--- src/rtl/fft16_pkg.sv ---
// Shared types and constants for the 16-point radix-2 DIF FFT sequencer.
package fft16_pkg;

    typedef enum logic [1:0] {
        IDLE  = 2'd0,
        RUN   = 2'd1,
        FLUSH = 2'd2,
        DONE  = 2'd3
    } state_t;

    localparam int unsigned N              = 16;
    localparam int unsigned NSTAGE         = 4;
    localparam int unsigned BF_PER_STAGE   = 8;
    localparam int unsigned BF_LAT_DEFAULT = 2;

endpackage

--- src/rtl/fft16_addr_gen.sv ---
// Combinational butterfly address and twiddle generator for one (stage, butterfly) pair.
// half = 8 >> stage, j = bf mod half, g = bf / half
// addrA = 2*g*half + j, addrB = addrA + half, twAddr = j << stage.
module fft16_addr_gen
    import fft16_pkg::*;
#(
    parameter int unsigned WN = 3,
    parameter int unsigned AW = 4
) (
    input  logic [1:0]    stage,
    input  logic [2:0]    bf,
    output logic [AW-1:0] addrA,
    output logic [AW-1:0] addrB,
    output logic [WN-1:0] twAddr
);

    localparam int unsigned HALF0 = N / 2;

    logic [3:0] half;
    logic [3:0] j;
    logic [3:0] g;
    logic [3:0] baseA;
    logic [3:0] twFull;

    // Decompose the butterfly index into group and offset, then form addresses.
    // The group base and offset occupy disjoint bits, so OR replaces the add.
    always_comb begin
        half   = 4'(HALF0 >> stage);
        j      = {1'b0, bf} & (half - 4'd1);
        g      = {1'b0, bf} >> (2'd3 - stage);
        baseA  = (g << (3'd4 - {1'b0, stage})) | j;
        twFull = j << stage;
        addrA  = AW'(baseA);
        addrB  = AW'(baseA + half);
        twAddr = WN'(twFull);
    end

endmodule

--- src/rtl/fft16_tw_sched.sv ---
// Stage/butterfly sequencer for the 16-point DIF FFT: issues one butterfly per
// cycle, inserts BF_LAT drain cycles after each stage, pulses oDONE at the end.
// Every output is a register, so outputs reflect the state of the previous cycle.
module fft16_tw_sched
    import fft16_pkg::*;
#(
    parameter int unsigned WN     = 3,
    parameter int unsigned AW     = 4,
    parameter int unsigned BF_LAT = BF_LAT_DEFAULT
) (
    input  logic          CLK,
    input  logic          nRST,
    input  logic          iSTART,
    input  logic          iSTALL,
    output logic          oBUSY,
    output logic          oBF_VALID,
    output logic [AW-1:0] oADDR_A,
    output logic [AW-1:0] oADDR_B,
    output logic [WN-1:0] oTW_ADDR,
    output logic [1:0]    oSTAGE,
    output logic          oBANK,
    output logic          oLAST_BF,
    output logic          oDONE
);

    localparam logic [1:0] LAST_STAGE = 2'(NSTAGE - 1);
    localparam logic [2:0] LAST_BF    = 3'(BF_PER_STAGE - 1);
    localparam logic [2:0] FLUSH_LAST = 3'(BF_LAT - 1);

    state_t        state;
    logic [1:0]    stageCnt;
    logic [2:0]    bfCnt;
    logic [2:0]    flushCnt;
    logic [AW-1:0] genA;
    logic [AW-1:0] genB;
    logic [WN-1:0] genTw;

    fft16_addr_gen #(
        .WN (WN),
        .AW (AW)
    ) uAddrGen (
        .stage  (stageCnt),
        .bf     (bfCnt),
        .addrA  (genA),
        .addrB  (genB),
        .twAddr (genTw)
    );

    // Sequencer FSM with registered issue outputs; address, twiddle, stage and
    // bank only update on an actual issue, so they hold through stalls and gaps.
    always_ff @(posedge CLK or negedge nRST) begin
        if (!nRST) begin
            state     <= IDLE;
            stageCnt  <= '0;
            bfCnt     <= '0;
            flushCnt  <= '0;
            oBUSY     <= 1'b0;
            oBF_VALID <= 1'b0;
            oADDR_A   <= '0;
            oADDR_B   <= '0;
            oTW_ADDR  <= '0;
            oSTAGE    <= '0;
            oBANK     <= 1'b0;
            oLAST_BF  <= 1'b0;
            oDONE     <= 1'b0;
        end else begin
            oBF_VALID <= 1'b0;
            oLAST_BF  <= 1'b0;
            oDONE     <= 1'b0;
            oBUSY     <= (state != IDLE);
            case (state)
                IDLE: begin
                    if (iSTART) begin
                        state    <= RUN;
                        stageCnt <= '0;
                        bfCnt    <= '0;
                        flushCnt <= '0;
                    end
                end
                RUN: begin
                    if (!iSTALL) begin
                        oBF_VALID <= 1'b1;
                        oADDR_A   <= genA;
                        oADDR_B   <= genB;
                        oTW_ADDR  <= genTw;
                        oSTAGE    <= stageCnt;
                        oBANK     <= stageCnt[0];
                        oLAST_BF  <= (bfCnt == LAST_BF);
                        if (bfCnt == LAST_BF) begin
                            state    <= FLUSH;
                            flushCnt <= '0;
                        end else begin
                            bfCnt <= bfCnt + 3'd1;
                        end
                    end
                end
                FLUSH: begin
                    if (flushCnt == FLUSH_LAST) begin
                        bfCnt <= '0;
                        if (stageCnt == LAST_STAGE) begin
                            state <= DONE;
                        end else begin
                            stageCnt <= stageCnt + 2'd1;
                            state    <= RUN;
                        end
                    end else begin
                        flushCnt <= flushCnt + 3'd1;
                    end
                end
                DONE: begin
                    oDONE <= 1'b1;
                    state <= IDLE;
                end
                default: state <= IDLE;
            endcase
        end
    end

endmodule

--- config.mk ---
export PLATFORM = sky130hd
export DESIGN_NAME = fft16_tw_sched
export DESIGN_NICKNAME = d
export VERILOG_FILES = /design/src/rtl/fft16_pkg.sv /design/src/rtl/fft16_addr_gen.sv /design/src/rtl/fft16_tw_sched.sv
export SDC_FILE = /design/constraint.sdc
export NUM_CORES = 1
export LEC_CHECK = 0
export CAP_MARGIN = 5
export CORE_MARGIN = 2
export CORE_UTILIZATION = 48
export DETAILED_ROUTE_END_ITERATION = 8
export PLACE_DENSITY = 0.86
export SYNTH_ARGS = -nofsm -noshare
export SYNTH_HDL_FRONTEND = slang
export SYNTH_SLANG_ARGS = --single-unit
--- constraint.sdc ---
create_clock -name CLK -period 2.38 [get_ports CLK]
set_input_delay 0.476 -clock CLK [delete_from_list [all_inputs] [get_ports CLK]]
set_output_delay 0.476 -clock CLK [all_outputs]
set_load 0.005 [all_outputs]
==> impl_metrics.env, run 1 <==
export IMPL_status="finished, final reports clean"
export IMPL_ir_drop_mv=0.6851
export IMPL_antennaDiodeCount=0
export IMPL_layout_setup_ws_ps=194.2
export IMPL_layout_common_cells="nand2_1 (28), dfrtp_1 (27), clkdlybuf4s50_1 (21)"
export IMPL_cellPowerDensity_nw_per_um2=1182
export IMPL_floorplan_die_area_um2=3583
export IMPL_dpl_cell_area_um2=1732
export IMPL_synthesis_nets=170
export IMPL_setup_viol=0
export IMPL_detailroute_via_count=1134
export IMPL_synthesis_yosys_warnings=0
export IMPL_effective_utilization_at_floorplan_pct=49.87
export IMPL_numCtsBuffers=3
export IMPL_critPathRequiredTime_ps=2630
export IMPL_report_final_hold_viol_count=0
export IMPL_synth_largest_area_cell="dfrtp_1"
export IMPL_worst_path_max_fanout=7
export IMPL_syn_instance_count=153
export IMPL_drv_slew=0
export IMPL_layout_core_utilization_pct=58.71
export IMPL_synth_area_leaders="dfrtp_1 (45%), ha_1 (10%), nand2_1 (7.0%)"
export IMPL_grt_max_degree=28
export IMPL_grt_use_met3_pct=4.545
export IMPL_clkLatencyLatePin_ps=330
export IMPL_routed_via_density=5.478
export IMPL_cts_tree="yes"
export IMPL_design_power_total_w=0.002084
export IMPL_endpoint_class_of_the_critical_path="flop"
export IMPL_chipHeight_um=59.86
export IMPL_io_pins=22
export IMPL_stdcell_area_um2=1763
export IMPL_hold_path_class="in -> async"
export IMPL_timing_setup_tns_ps=0
export IMPL_most_common_cell_after_layout_fill_and_taps_aside="nand2_1"
export IMPL_r2r_depth=8
export IMPL_cts_sinks=27
export IMPL_fill_cells=277
export IMPL_pre_cts_slack_ps=124.5
export IMPL_drt_pass1_iterations=4
export IMPL_grt_remaining_overflow=0
export IMPL_remaining_drc_errors=0
export IMPL_die_width_um=59.86
export IMPL_buffer_ports_inserted=21
export IMPL_final_setup_skew_ps=13.03
export IMPL_grt_use_met1_pct=21.82
export IMPL_crit_chain="inv_2 > ha_2 > nor3_1 > or2_2 > ha_1 > fa_1 > xnor2_1 > o21ai_0"
export IMPL_rsz0062_at_grt="no"
export IMPL_finalNetCount=192
export IMPL_synth_seq_area_share_pct=45.11
export IMPL_clk_path_buf_depth=2
export IMPL_synthesis_area_um2=1498
export IMPL_first_iter_violations=44
export IMPL_start_kind="flop"
export IMPL_max_freq_mhz=457.5
export IMPL_routed_wl_mm=2.871
export IMPL_timing_critical_path_arrival_ps=2430
export IMPL_synth_seq_cells=27
export IMPL_synth_top_cell_area_share_pct=45.11
export IMPL_post_route_min_period_ps=2186
export IMPL_cts_clk_slew_worst_paths_ps=150
export IMPL_grt_busiest_layer="met2"
export IMPL_power_static_leakage_nw=0.8289
export IMPL_timing_worst_slew_pin_value_ps=489.7
export IMPL_detail_route_antenna_nets=0
export IMPL_number_of_global_route_vias_before_repair=1153
export IMPL_dp_hpwl_mm=2.199
export IMPL_core_area_um2=3003
export IMPL_synthToLayoutAreaGrowth_pct=17.71
export IMPL_grt_use_met2_pct=33.07
export IMPL_max_cap_violations=0
export IMPL_max_slew_margin_pct=67.35
export IMPL_worst_setup_path_type="reg -> reg"
export IMPL_ctsHtreeMaxLevel=1
export IMPL_period_share_pct=91.84
export IMPL_placementRows=20
export IMPL_place_gp_congestion=0.8976
export IMPL_cpMaxStageDelayCell="ha_2"
export IMPL_final_layout_size_suffix_gt1_share_pct=11.49
export IMPL_largest_stage_delay_on_the_critical_path_ps=410
export IMPL_synth_avg_cell_area_um2=9.789
export IMPL_grt_antenna_before_repair=0
export IMPL_netlist_cell_type_count=37
export IMPL_clk_root_buffer_cell="clkbuf_4"
export IMPL_post_drt_wl_per_cell_um=13.87
export IMPL_grtUsageTotal_pct=18.57
export IMPL_grt_pass1_wl_mm=5.023
-- worst max-delay path: cells and delay by family, from the launching register on --
kind,cells,cell delay [ps]
buffers and inverters,1,80
AOI/OAI and AO/OA,1,150
and+or+nand+nor,2,350
xor gates and xnor gates,1,130
adders and majority gates,3,1000
DFF,1,390
-- cell usage after synthesis --
| cell | number |
|---|---|
| a211oi_1 | 1 |
| a21o_1 | 3 |
| a21oi_1 | 4 |
| a22o_1 | 3 |
| a311oi_1 | 1 |
| a311oi_2 | 1 |
| a31oi_1 | 2 |
| and2_1 | 1 |
| and3_1 | 1 |
| buf_2 | 4 |
| buf_4 | 2 |
| buf_6 | 1 |
| clkbuf_1 | 1 |
| clkbuf_2 | 1 |
| dfrtp_1 | 27 |
| fa_1 | 1 |
| ha_1 | 12 |
| inv_1 | 6 |
| mux2_2 | 4 |
| mux2i_1 | 2 |
| nand2_1 | 28 |
| nand2b_1 | 1 |
| nand2b_2 | 1 |
| nand3_1 | 3 |
| nand3b_1 | 1 |
| nand4_1 | 1 |
| nand4b_1 | 1 |
| nor2_1 | 6 |
| nor2b_1 | 6 |
| nor2b_2 | 1 |
| nor3_1 | 1 |
| o21ai_0 | 14 |
| o21ai_1 | 1 |
| o31ai_1 | 4 |
| or2_2 | 2 |
| xnor2_1 | 3 |
| xor2_1 | 1 |
-- layout make-up --
class	instances	area (µm²)	area share, %
multi-input combinational	111	749.5	42.51
timing repair buffer	26	247.7	14.05
sequential	27	675.6	38.33
tap	33	41.29	2.342
clock buffer	4	26.28	1.490
inverter	6	22.52	1.278
-- metrics by stage --
| step | hold WS, ps | std cells |
|---|---|---|
| after floorplan | 180.4 | 153 |
| after global placement | 459.0 | 203 |
| after detailed placement | 469.8 | 203 |
| after CTS | 500.8 | 207 |
| after global routing | 507.2 | 207 |
| final | 491.8 | 207 |
-- path summary, 6_finish.rpt --
| check | end | startpoint | slack [ps] |
|---|---|---|---|
| max | oADDR_B[2]$_DFFE_PN0P_ | stageCnt[1]$_DFFE_PN0P_ | 190 |
| min | bfCnt[1]$_DFFE_PN0P_ | nRST | 490 |
| max reg2reg | oADDR_B[2]$_DFFE_PN0P_ | stageCnt[1]$_DFFE_PN0P_ | 190 |
| min reg2reg | oTW_ADDR[2]$_DFFE_PN0P_ | oTW_ADDR[2]$_DFFE_PN0P_ | 490 |
| max in group asynchronous | oADDR_A[1]$_DFFE_PN0P_ | nRST | 1630 |
| min in group CLK | oTW_ADDR[2]$_DFFE_PN0P_ | oTW_ADDR[2]$_DFFE_PN0P_ | 490 |
-- flip-flops by register name (all words and copies together) (netlist names) --
signal,cells
flushCnt,3
stageCnt,2
bfCnt,3
oLAST_BF,1
oTW_ADDR,3
oBF_VALID,1
oDONE,1
state,2
oADDR_A,4
oBUSY,1
oADDR_B,4
oSTAGE,2
-- timing repair --
action	in CTS	in global routing
setup endpoints to repair	0	1
gates resized for setup	0	3
buffers inserted	0	0
hold buffers	0	0
-- layer usage --
layer / up-vias / part of all wire, %
li1: 560 / -
met1: 544 / 42
met2: 28 / 52
met3: 2 / 4.5
met4: 0 / 0.66
met5: - / 0
-- cells by family (layout without fill, tap and decap cells) --
logic type      count (synthesis)  count (layout)  share of synthesized area, %
xor+xnor                        4               4                         2.340
mux                             6               6                         4.344
compound gates                 34              34                         14.54
fa+ha+maj                      13              13                         11.36
flops                          27              27                         45.11
simple gates                   54              54                         17.13
buf+inv                        15              36                         5.179
-- where the power goes --
part / leakage [nW] / total (W) / switching, W / internal, W
sequential: 0.344 / 0.000769 / 0.000148 / 0.000621
combinational: 0.470 / 0.00111 / 0.000552 / 0.000563
clock: 0.0150 / 0.000201 / 0.000135 / 0.0000658
total: 0.829 / 0.00208 / 0.000835 / 0.00125
Note: power is estimated with default switching activity, not from simulation.
==> inputs of run 2 (changes only) <==
--- a/config.mk
+++ b/config.mk
@@ -8,6 +8,7 @@
 export CAP_MARGIN = 5
 export CORE_MARGIN = 2
 export CORE_UTILIZATION = 48
+export CTS_CLUSTER_SIZE = 28
 export DETAILED_ROUTE_END_ITERATION = 8
 export PLACE_DENSITY = 0.86
 export SYNTH_ARGS = -nofsm -noshare
==> results of run 2 <==
Same layout as run 1: the final DEF is identical, and so are final timing and power.
==> inputs of run 3 (changes only) <==
--- a/config.mk
+++ b/config.mk
@@ -11,6 +11,7 @@
 export CTS_CLUSTER_SIZE = 28
 export DETAILED_ROUTE_END_ITERATION = 8
 export PLACE_DENSITY = 0.86
+export SLEW_MARGIN = 20
 export SYNTH_ARGS = -nofsm -noshare
 export SYNTH_HDL_FRONTEND = slang
 export SYNTH_SLANG_ARGS = --single-unit
==> constraint.sdc (replaced) <==
create_clock -name CLK -period 2 [get_ports CLK]
set_input_delay 0.4 -clock CLK [delete_from_list [all_inputs] [get_ports CLK]]
set_output_delay 0.4 -clock CLK [all_outputs]
set_load 0.005 [all_outputs]
==> impl_metrics.env, run 3 (same netlist as run 1, synthesis figures left out) <==
export IMPL_status="finished, final reports clean"
export IMPL_timing_worst_slew_pin_value_ps=478.3
export IMPL_synthToLayoutAreaGrowth_pct=28.49
export IMPL_detail_route_antenna_nets=0
export IMPL_effective_utilization_at_floorplan_pct=49.87
export IMPL_first_iter_violations=41
export IMPL_post_drt_wl_per_cell_um=13.86
export IMPL_stdcell_area_um2=1924
export IMPL_rrSetupSlack_ps=20
export IMPL_dpl_cell_area_um2=1836
export IMPL_grt_antenna_before_repair=0
export IMPL_numCtsBuffers=3
export IMPL_power_static_leakage_nw=0.8979
export IMPL_rr_startpoint="stageCnt[1]$_DFFE_PN0P_"
export IMPL_timing_critical_path_arrival_ps=2200
export IMPL_r2r_depth=9
export IMPL_final_setup_skew_ps=1.002
export IMPL_antennaDiodeCount=0
export IMPL_grtUsageTotal_pct=19.05
export IMPL_number_of_global_route_vias_before_repair=1219
export IMPL_clk_root_buffer_cell="clkbuf_4"
export IMPL_ctsHtreeMaxLevel=1
export IMPL_drv_slew=0
export IMPL_endpoint_class_of_the_critical_path="flop"
export IMPL_max_freq_mhz=505.3
export IMPL_final_layout_size_suffix_gt1_share_pct=21.28
export IMPL_chipHeight_um=59.86
export IMPL_r2r_end="oADDR_B[3]$_DFFE_PN0P_"
export IMPL_hold_path_class="in -> async"
export IMPL_setup_worst_path_start="stageCnt[1]$_DFFE_PN0P_"
export IMPL_start_kind="flop"
export IMPL_ir_drop_mv=0.6059
export IMPL_die_width_um=59.86
export IMPL_placementRows=20
export IMPL_place_gp_congestion=0.8637
export IMPL_post_route_min_period_ps=1979
export IMPL_clkLatencyLatePin_ps=320
export IMPL_crit_path_end="oADDR_B[3]$_DFFE_PN0P_"
export IMPL_layout_top_registers="oADDR_A x4, oADDR_B x4"
export IMPL_remaining_drc_errors=0
export IMPL_report_final_hold_viol_count=0
export IMPL_cellPowerDensity_nw_per_um2=1466
export IMPL_rsz0062_at_grt="yes"
export IMPL_grt_remaining_overflow=0
export IMPL_worst_setup_path_type="reg -> reg"
export IMPL_dp_hpwl_mm=2.250
export IMPL_floorplan_die_area_um2=3583
export IMPL_period_share_pct=98.95
export IMPL_cts_tree="yes"
export IMPL_routed_wl_mm=3.063
export IMPL_cts_sinks=27
export IMPL_io_pins=22
export IMPL_grt_pass1_wl_mm=5.209
export IMPL_setup_viol=0
export IMPL_timing_setup_tns_ps=0
export IMPL_finalNetCount=206
export IMPL_max_slew_margin_pct=67.89
export IMPL_drt_pass1_iterations=4
export IMPL_design_power_total_w=0.002821
export IMPL_routed_via_density=5.507
export IMPL_most_common_cell_after_layout_fill_and_taps_aside="nand2_1"
export IMPL_worst_path_max_fanout=4
export IMPL_detailroute_via_count=1217
export IMPL_grt_max_degree=28
export IMPL_core_area_um2=3003
export IMPL_clk_path_buf_depth=2
export IMPL_layout_common_cells="nand2_1 (28), dfrtp_1 (26), clkdlybuf4s50_1 (21)"
export IMPL_max_cap_violations=0
export IMPL_cts_clk_slew_worst_paths_ps=140
export IMPL_critPathRequiredTime_ps=2220
export IMPL_buffer_ports_inserted=21
## run 3: changes by cell type in the layout (fill, tap and decap cells not counted), sizes merged
| cell | delta |
|---|---|
| clkinv | +1 |
| inv | -1 |
| buf | +14 |
## run 3: worst min-delay path by stage
stage	startpoint	to	slack, ps	cells past startpoint
floorplan	nRST	bfCnt[0]$_DFFE_PN0P_	100	0
global placement	oADDR_A[2]$_DFFE_PN0P_	oADDR_A[2]$_DFFE_PN0P_	460	2
detailed placement	oADDR_B[1]$_DFFE_PN0P_	oADDR_B[1]$_DFFE_PN0P_	460	2
CTS	nRST	oADDR_B[3]$_DFFE_PN0P_	470	2
global route	nRST	oADDR_B[3]$_DFFE_PN0P_	480	2
finish	nRST	oADDR_B[3]$_DFFE_PN0P_	460	2
## run 3: layer usage
layer	track usage, %	routed length (µm)	vias to the layer above
met2	35.09	1576	32
met3	2.165	105	6
met1	22.45	1337	586
met4	6.984	44	0
li1	-	-	593
met5	0	0	-
## run 3: layout make-up
| cell class | instances | area [µm²] |
|---|---|---|
| Tap cell | 33 | 41.29 |
| Inverter | 6 | 30.03 |
| Clock buffer | 4 | 26.28 |
| Timing Repair Buffer | 40 | 356.6 |
| Multi-Input combinational cell | 111 | 793.3 |
| Sequential cell | 27 | 676.9 |
| Fill cell | 242 | 1079 |
## run 3: what timing repair did
action / in CTS / in global routing
hold buffers: 0 / 0
hold endpoints to repair: 0 / 0
pin swaps: 1 / 4
setup buffers: 3 / 3
gates resized for setup: 2 / 5
endpoints found under the setup margin: 3 / 3
## run 3: critical path: stages (launching register included)
cell      delay (ps)
dfrtp_2          440
clkinv_4          90
ha_4             290
nor2_1            50
a22o_1           210
ha_1             300
a21o_1           160
a21oi_2          130
xnor2_1          130
o21ai_1           70
## run 3: power breakdown
group          internal (W)  switching (W)  total [W]
Combinational      0.000906       0.000759    0.00166
Clock             0.0000780       0.000155   0.000233
Sequential         0.000741       0.000182   0.000923
## run 3: metrics by stage
| step | instances | setup WS [ps] | hold WS, ps | util [%] |
|---|---|---|---|---|
| floorplan | 153 | -84.85 | 104.4 | - |
| CTS | 218 | 10.24 | 472.6 | 62.79 |
| detailed placement | 211 | -71.37 | 461.3 | 61.12 |
| finish | 221 | 21.08 | 457.7 | 64.08 |
| global placement | 211 | 21.89 | 458.9 | 61.12 |
| global route | 221 | -61.21 | 476.2 | 64.08 |
